===== config.mk =====
export PLATFORM = sky130hd
export DESIGN_NAME = mo_cart_loader_flat
export DESIGN_NICKNAME = d
export VERILOG_FILES = /design/src/rtl/mo_cart_loader_if.sv /design/src/rtl/mo_cart_loader.sv /design/src/flat_wrapper.sv
export SDC_FILE = /design/constraint.sdc
export NUM_CORES = 1
export LEC_CHECK = 0
export BUFFER_PORTS_ARGS = -buffer_cell sky130_fd_sc_hd__buf_2
export CAP_MARGIN = 30
export CORE_MARGIN = 3
export CORE_UTILIZATION = 33
export CTS_BUF_LIST = sky130_fd_sc_hd__clkbuf_2
export CTS_CLUSTER_DIAMETER = 200
export DETAILED_ROUTE_END_ITERATION = 12
export PLACE_DENSITY = 0.62
export SLEW_MARGIN = 25
export SYNTH_ARGS = -nofsm -noshare
export SYNTH_HDL_FRONTEND = slang
export SYNTH_SLANG_ARGS = --single-unit

===== constraint.sdc =====
create_clock -name clk_sys -period 5.3 [get_ports clk_sys]
set_input_delay 0.265 -clock clk_sys [delete_from_list [all_inputs] [get_ports clk_sys]]
set_output_delay 0.265 -clock clk_sys [all_outputs]
set_load 0.01 [all_outputs]

===== src/rtl/mo_cart_loader_if.sv =====
// Byte-stream (HPS ioctl) and DDRAM single-beat write channel used by the cartridge loader.
// master is the loader's view; slave is the view of the HPS/DDRAM side.
interface mo_cart_loader_if;
    logic        ioctl_download;
    logic [7:0]  ioctl_index;
    logic        ioctl_wr;
    logic [24:0] ioctl_addr;
    logic [7:0]  ioctl_dout;
    logic        ioctl_wait;
    logic        ddram_busy;
    logic        ddram_we;
    logic [28:0] ddram_addr;
    logic [63:0] ddram_din;
    logic [7:0]  ddram_be;
    logic [7:0]  ddram_burstcnt;

    modport master (
        input  ioctl_download,
        input  ioctl_index,
        input  ioctl_wr,
        input  ioctl_addr,
        input  ioctl_dout,
        output ioctl_wait,
        input  ddram_busy,
        output ddram_we,
        output ddram_addr,
        output ddram_din,
        output ddram_be,
        output ddram_burstcnt
    );

    modport slave (
        output ioctl_download,
        output ioctl_index,
        output ioctl_wr,
        output ioctl_addr,
        output ioctl_dout,
        input  ioctl_wait,
        output ddram_busy,
        input  ddram_we,
        input  ddram_addr,
        input  ddram_din,
        input  ddram_be,
        input  ddram_burstcnt
    );
endinterface


===== src/rtl/mo_cart_loader.sv =====
// Packs HPS cartridge download bytes into 64-bit DDRAM words with byte enables,
// stalls the HPS while a word write is outstanding, and reports cartridge presence/size.
module mo_cart_loader #(
    parameter logic [7:0]  INDEX     = 8'd1,
    parameter logic [28:0] BASE_ADDR = 29'h1E000000
) (
    input  logic             clk_sys,
    input  logic             reset,
    mo_cart_loader_if.master bus,
    output logic             cart_loaded,
    output logic [24:0]      cart_size
);
    typedef enum logic [1:0] {StIdle, StFill, StWrite, StDone} state_e;

    state_e      r_state;
    state_e      r_ret;
    logic        r_we;
    logic [28:0] r_addr;
    logic [63:0] r_din;
    logic [7:0]  r_be;
    logic        r_pend_valid;
    logic [24:0] r_pend_addr;
    logic [7:0]  r_pend_data;
    logic        r_start_prev;
    logic        r_loaded;
    logic [24:0] r_size;

    logic        w_start;
    logic        w_take;
    logic        w_fits;
    logic        w_accept;
    logic [24:0] w_src_addr;
    logic [24:0] w_src_size;
    logic [7:0]  w_src_data;
    logic [2:0]  w_lane;
    logic [28:0] w_src_word;

    assign w_start    = bus.ioctl_download & (bus.ioctl_index == INDEX);
    // A parked byte always wins over the live strobe; the HPS is stalled while it is parked.
    assign w_src_addr = r_pend_valid ? r_pend_addr : bus.ioctl_addr;
    assign w_src_data = r_pend_valid ? r_pend_data : bus.ioctl_dout;
    assign w_src_size = w_src_addr + 25'd1;
    assign w_lane     = w_src_addr[2:0];
    assign w_src_word = BASE_ADDR + {7'd0, w_src_addr[24:3]};
    assign w_fits     = (r_be == 8'd0) | (w_src_word == r_addr);
    assign w_take     = r_pend_valid | bus.ioctl_wr;
    assign w_accept   = r_we & ~bus.ddram_busy;

    always_ff @(posedge clk_sys) begin
        if (reset) begin
            r_state      <= StIdle;
            r_ret        <= StIdle;
            r_we         <= 1'b0;
            r_addr       <= '0;
            r_din        <= '0;
            r_be         <= '0;
            r_pend_valid <= 1'b0;
            r_pend_addr  <= '0;
            r_pend_data  <= '0;
            r_start_prev <= 1'b0;
            r_loaded     <= 1'b0;
            r_size       <= '0;
        end else begin
            r_start_prev <= w_start;
            unique case (r_state)
                StIdle: begin
                    if (w_start && !r_start_prev) begin
                        r_din        <= '0;
                        r_be         <= '0;
                        r_pend_valid <= 1'b0;
                        r_loaded     <= 1'b0;
                        r_size       <= '0;
                        r_state      <= StFill;
                    end
                end
                StFill: begin
                    if (w_take) begin
                        if (w_fits) begin
                            r_din[{w_lane, 3'b000} +: 8] <= w_src_data;
                            r_be[w_lane]                 <= 1'b1;
                            r_addr                       <= w_src_word;
                            r_pend_valid                 <= 1'b0;
                            if (w_src_size > r_size) begin
                                r_size <= w_src_size;
                            end
                            if (w_lane == 3'd7) begin
                                r_we    <= 1'b1;
                                r_ret   <= StFill;
                                r_state <= StWrite;
                            end
                        end else begin
                            // Different word: park the byte and flush the current one first.
                            r_pend_valid <= 1'b1;
                            r_pend_addr  <= bus.ioctl_addr;
                            r_pend_data  <= bus.ioctl_dout;
                            r_we         <= 1'b1;
                            r_ret        <= StFill;
                            r_state      <= StWrite;
                        end
                    end else if (!bus.ioctl_download) begin
                        if (r_be != 8'd0) begin
                            r_we    <= 1'b1;
                            r_ret   <= StDone;
                            r_state <= StWrite;
                        end else begin
                            r_state <= StDone;
                        end
                    end
                end
                StWrite: begin
                    if (w_accept) begin
                        r_we  <= 1'b0;
                        r_din <= '0;
                        r_be  <= '0;
                        // A download that ended during the flush goes straight to DONE.
                        if (r_ret == StDone || (!r_pend_valid && !bus.ioctl_download)) begin
                            r_state <= StDone;
                        end else begin
                            r_state <= StFill;
                        end
                    end
                end
                StDone: begin
                    r_loaded <= (r_size != 25'd0);
                    r_state  <= StIdle;
                end
                default: r_state <= StIdle;
            endcase
        end
    end

    assign bus.ioctl_wait     = (r_state == StWrite) | r_pend_valid;
    assign bus.ddram_we       = r_we;
    assign bus.ddram_addr     = r_addr;
    assign bus.ddram_din      = r_din;
    assign bus.ddram_be       = r_be;
    assign bus.ddram_burstcnt = 8'd1;
    assign cart_loaded        = r_loaded;
    assign cart_size          = r_size;
endmodule


===== src/flat_wrapper.sv =====
// flat-port wrapper written by rule: the top's interface ports become plain ports
module mo_cart_loader_flat 
#(
    parameter logic [7:0]  INDEX     = 8'd1,
    parameter logic [28:0] BASE_ADDR = 29'h1E000000
)
  (clk_sys, reset, cart_loaded, cart_size, bus_ioctl_download, bus_ioctl_index, bus_ioctl_wr, bus_ioctl_addr, bus_ioctl_dout, bus_ioctl_wait, bus_ddram_busy, bus_ddram_we, bus_ddram_addr, bus_ddram_din, bus_ddram_be, bus_ddram_burstcnt);
  mo_cart_loader_if bus_i ();
  input  logic clk_sys;
  input  logic reset;
  output logic cart_loaded;
  output logic [24:0] cart_size;
  input wire logic [$bits(bus_i.ioctl_download)-1:0] bus_ioctl_download;
  input wire logic [$bits(bus_i.ioctl_index)-1:0] bus_ioctl_index;
  input wire logic [$bits(bus_i.ioctl_wr)-1:0] bus_ioctl_wr;
  input wire logic [$bits(bus_i.ioctl_addr)-1:0] bus_ioctl_addr;
  input wire logic [$bits(bus_i.ioctl_dout)-1:0] bus_ioctl_dout;
  output wire logic [$bits(bus_i.ioctl_wait)-1:0] bus_ioctl_wait;
  input wire logic [$bits(bus_i.ddram_busy)-1:0] bus_ddram_busy;
  output wire logic [$bits(bus_i.ddram_we)-1:0] bus_ddram_we;
  output wire logic [$bits(bus_i.ddram_addr)-1:0] bus_ddram_addr;
  output wire logic [$bits(bus_i.ddram_din)-1:0] bus_ddram_din;
  output wire logic [$bits(bus_i.ddram_be)-1:0] bus_ddram_be;
  output wire logic [$bits(bus_i.ddram_burstcnt)-1:0] bus_ddram_burstcnt;
  assign bus_i.ioctl_download = bus_ioctl_download;
  assign bus_i.ioctl_index = bus_ioctl_index;
  assign bus_i.ioctl_wr = bus_ioctl_wr;
  assign bus_i.ioctl_addr = bus_ioctl_addr;
  assign bus_i.ioctl_dout = bus_ioctl_dout;
  assign bus_ioctl_wait = bus_i.ioctl_wait;
  assign bus_i.ddram_busy = bus_ddram_busy;
  assign bus_ddram_we = bus_i.ddram_we;
  assign bus_ddram_addr = bus_i.ddram_addr;
  assign bus_ddram_din = bus_i.ddram_din;
  assign bus_ddram_be = bus_i.ddram_be;
  assign bus_ddram_burstcnt = bus_i.ddram_burstcnt;
  mo_cart_loader #(.INDEX(INDEX), .BASE_ADDR(BASE_ADDR)) u_core (.clk_sys(clk_sys), .reset(reset), .bus(bus_i), .cart_loaded(cart_loaded), .cart_size(cart_size));
endmodule

==> results.toml <==
[drt]
wl_met1_um = 11800
wl_met2_um = 11200
drt_first_pass_iters = 5
finalWirelength_um = 24700
top_layer = "met4"
drc = 0
routed-wl-met3_um = 1220
wire_per_inst_um = 17.1
via_count = 7432
vias_per_cell = 5.14
ant_nets = 0
drtIter0Drc = 485

[setup_path]
cp_slowest_cell = "dfxtp_2"
crit_fanout = 50
cp_cell_sequence = "buf_6 -> mux2i_1 -> a211oi_1 -> nor3b_1 -> nand2_1 -> nor3_1 -> xnor2_1 -> ha_1 -> nand4_1 -> nor4_1 -> nand2_1 -> o22ai_1 -> a211oi_1 -> or4b_1 -> buf_4 -> o41ai_2"
start_kind = "register"
path_class = "register to register"
end_kind = "register"
cpPeakStageDelay_ns = 0.54
crit_buf_inv = 2
crit_required_ns = 5.99
crit_arrival_ns = 5.46
cp_top_family = "simple AND/OR/NAND/NOR gates"

[timing]
holdWs_ns = 0.0826
skew_ns = 0.0425
max_slew_margin_pct = 41.4
hold_viol_final = 0
fin_ws_ns = 0.538
setup_viol = 0
fin_setup_tns_ns = 0
period_share_pct = 89.9
rsz0062_at_grt = "false"
fin_crit_ns = 4.76
max_freq_mhz = 210
max_slew.worst_pin.slew_ns = 0.876
drv_slew = 0

[die]
start_util_pct = 34.1
core_area_um2 = 23900
die_x_um = 163
die_area_um2 = 26600
pin_count = 183
rows = 56
die_y_um = 163

[layout]
drive_above_1_share_pct = 21.8
final.fill_count = 2443
final_cells = 1447
fin_util_pct = 41.5
final_nets = 1193
finalInstanceArea_um2 = 9910
area_growth_pct = 21.6

[synth]
synth.most_common_cell = "dfxtp_1"
post_synth_num_cell_types = 62
ys_ff_latch = 161
syn_area_per_cell_um2 = 8.83
syn_inst = 923
synth_common_cells = "161 x dfxtp_1, 89 x nor2_1, 67 x nand2_1, 63 x inv_1, 57 x mux2i_1"
synth_top_cell_area_share_pct = 39.5
yosysSeqAreaShare_pct = 39.5
synth_async_sr_flop_share_pct = 0
synth_flop_cell = "dfxtp_1"
netlist_area_um2 = 8150
yosys.area.top_type = "dfxtp_1"
yosysWarnings = 0
synth.area.top_cells = "dfxtp_1 40%, mux2i_1 7.0%, ha_1 5.1%, nor2_1 4.1%, nand3_1 3.4%"
synth_edf_count = 0

[power_and_ir_drop]
p_seq_share_pct = 46.9
swShare_pct = 39.0
irDropWorstVdd_mv = 0.169
power_density_nw_per_um2 = 283
switchingPower_mw = 1.10
intPower_mw = 1.71
comb_power_share_pct = 28.7
power.leakage_nw = 4.09
fin_total_pwr_mw = 2.81
clockPowerShare_pct = 24.4

[placed_design]
place_hpwl_um = 18100
gp_congestion = 0.837
pre_cts_ws_ns = 0.440
postPlaceCellArea_um2 = 9270
io_buffers = 171
dp.cells = 1375

[run_status]
status = "completed"

[cts]
cts_tree = "done"
clk_latency_ns = 0.77
htree_num_levels = 4
clockBufferDepth = 2
cts.sinks = 161
cts_root_buffer = "clkbuf_2"
path_clk_slew_ns = 0.25
postCtsSetupRepairBufs = 0
cts_buffers = 17

[global_routing]
overflow = 0
grt_first_pass_wirelength_um = 38800
grt_max_degree = 95
track_usage_pct = 18.3
first_global_vias = 6987
grt_antenna_before_repair = 1

[run]
maxCapViolations = 0

[worst_hold_path]
hp-class = "input pin to register"
-- cell usage in the layout, fill, tap and decap left out, types with 12 or more instances in the layout --
cell type	n
a211oi_1	28
a21o_1	12
a21oi_1	20
a22o_1	24
buf_2	170
buf_4	19
clkbuf_2	17
dfxtp_1	160
dlygate4sd3_1	38
ha_1	33
inv_1	63
mux2i_1	57
nand2_1	67
nand3_1	56
nor2_1	89
nor3_1	16
nor4_1	20
o21ai_0	32
o32ai_1	32
xnor2_1	31
xor2_1	12
-- worst reg2reg max path, cell delays in order (launching register included) --
cell and delay, ns:
dfxtp_2 0.54, buf_6 0.34, mux2i_1 0.23, a211oi_1 0.42
nor3b_1 0.31, nand2_1 0.20, nor3_1 0.27, xnor2_1 0.12
ha_1 0.31, nand4_1 0.15, nor4_1 0.39, nand2_1 0.12
o22ai_1 0.18, a211oi_1 0.07, or4b_1 0.47, buf_4 0.29
o41ai_2 0.31
-- power by group through the flow --
stage	clock (mW)	combinational (mW)	sequential, mW
after floorplan	0	0.516	1.35
after global placement	0	0.760	1.34
after detailed placement	0	0.770	1.34
after CTS	0.702	0.798	1.32
after global routing	0.752	0.882	1.32
final	0.686	0.805	1.32
-- path summary, 6_finish.rpt --
check                                          endpoint                             startpoint  slack (ns)  depth (start not counted)
hold / removal           u_core.r_state[0]$_SDFFE_PP0P_                         bus_ddram_busy        0.08                          5
setup reg to reg      u_core.cart_size[21]$_SDFFE_PP0P_       u_core.r_pend_valid$_SDFFE_PP0P_        0.54                         16
setup / recovery      u_core.cart_size[21]$_SDFFE_PP0P_       u_core.r_pend_valid$_SDFFE_PP0P_        0.54                         16
hold reg to reg   u_core.bus.ddram_din[31]$_SDFFE_PP0P_  u_core.bus.ddram_din[31]$_SDFFE_PP0P_        0.49                          2
-- timing repair --
item	CTS	global route
hold buffers	38	0
endpoints found under the hold margin	62	0
resized for setup	0	1
endpoints found under the setup margin	0	25
-- logic make-up after synthesis --
kind of cell             Yosys count  synth area share (%)
XOR/XNOR                          43                  4.62
flip-flops                       161                  39.5
other                              2                0.0921
AND/OR/NAND/NOR                  298                  18.3
adder cells (fa/ha/maj)           33                  5.06
AO/OA/AOI/OAI                    191                  17.0
multiplexers                      65                  8.32
buffers and inverters            130                  7.11
-- state kept, by name, summed over array words and instances, names as in the netlist --
register,cells
u_core.bus.ddram_addr,23
u_core.bus.ddram_be,8
u_core.bus.ddram_din,64
u_core.bus.ddram_we,1
u_core.cart_loaded,1
u_core.cart_size,25
u_core.r_pend_addr,25
u_core.r_pend_data,8
u_core.r_pend_valid,1
u_core.r_ret,2
u_core.r_start_prev,1
u_core.r_state,2
-- metal layers --
metal | global-route usage, % | vias up
li1 | - | 3677
met1 | 26.0 | 3514
met2 | 28.4 | 215
met3 | 3.50 | 26
met4 | 5.19 | 0
met5 | 0 | -
-- final cells by class --
| class | count | area (um2) | share of cell area (%) |
|---|---|---|---|
| Multi-Input combinational cell | 641 | 4400 | 44.4 |
| Sequential cell | 161 | 3220 | 32.5 |
| Timing Repair Buffer | 229 | 1410 | 14.2 |
| Tap cell | 319 | 399 | 4.03 |
| Inverter | 64 | 240 | 2.42 |
| Clock inverter | 15 | 149 | 1.50 |
| Clock buffer | 17 | 85.1 | 0.858 |
| Antenna cell | 1 | 2.50 | 0.0252 |
No activity file was read; power rests on OpenSTA's default activity.
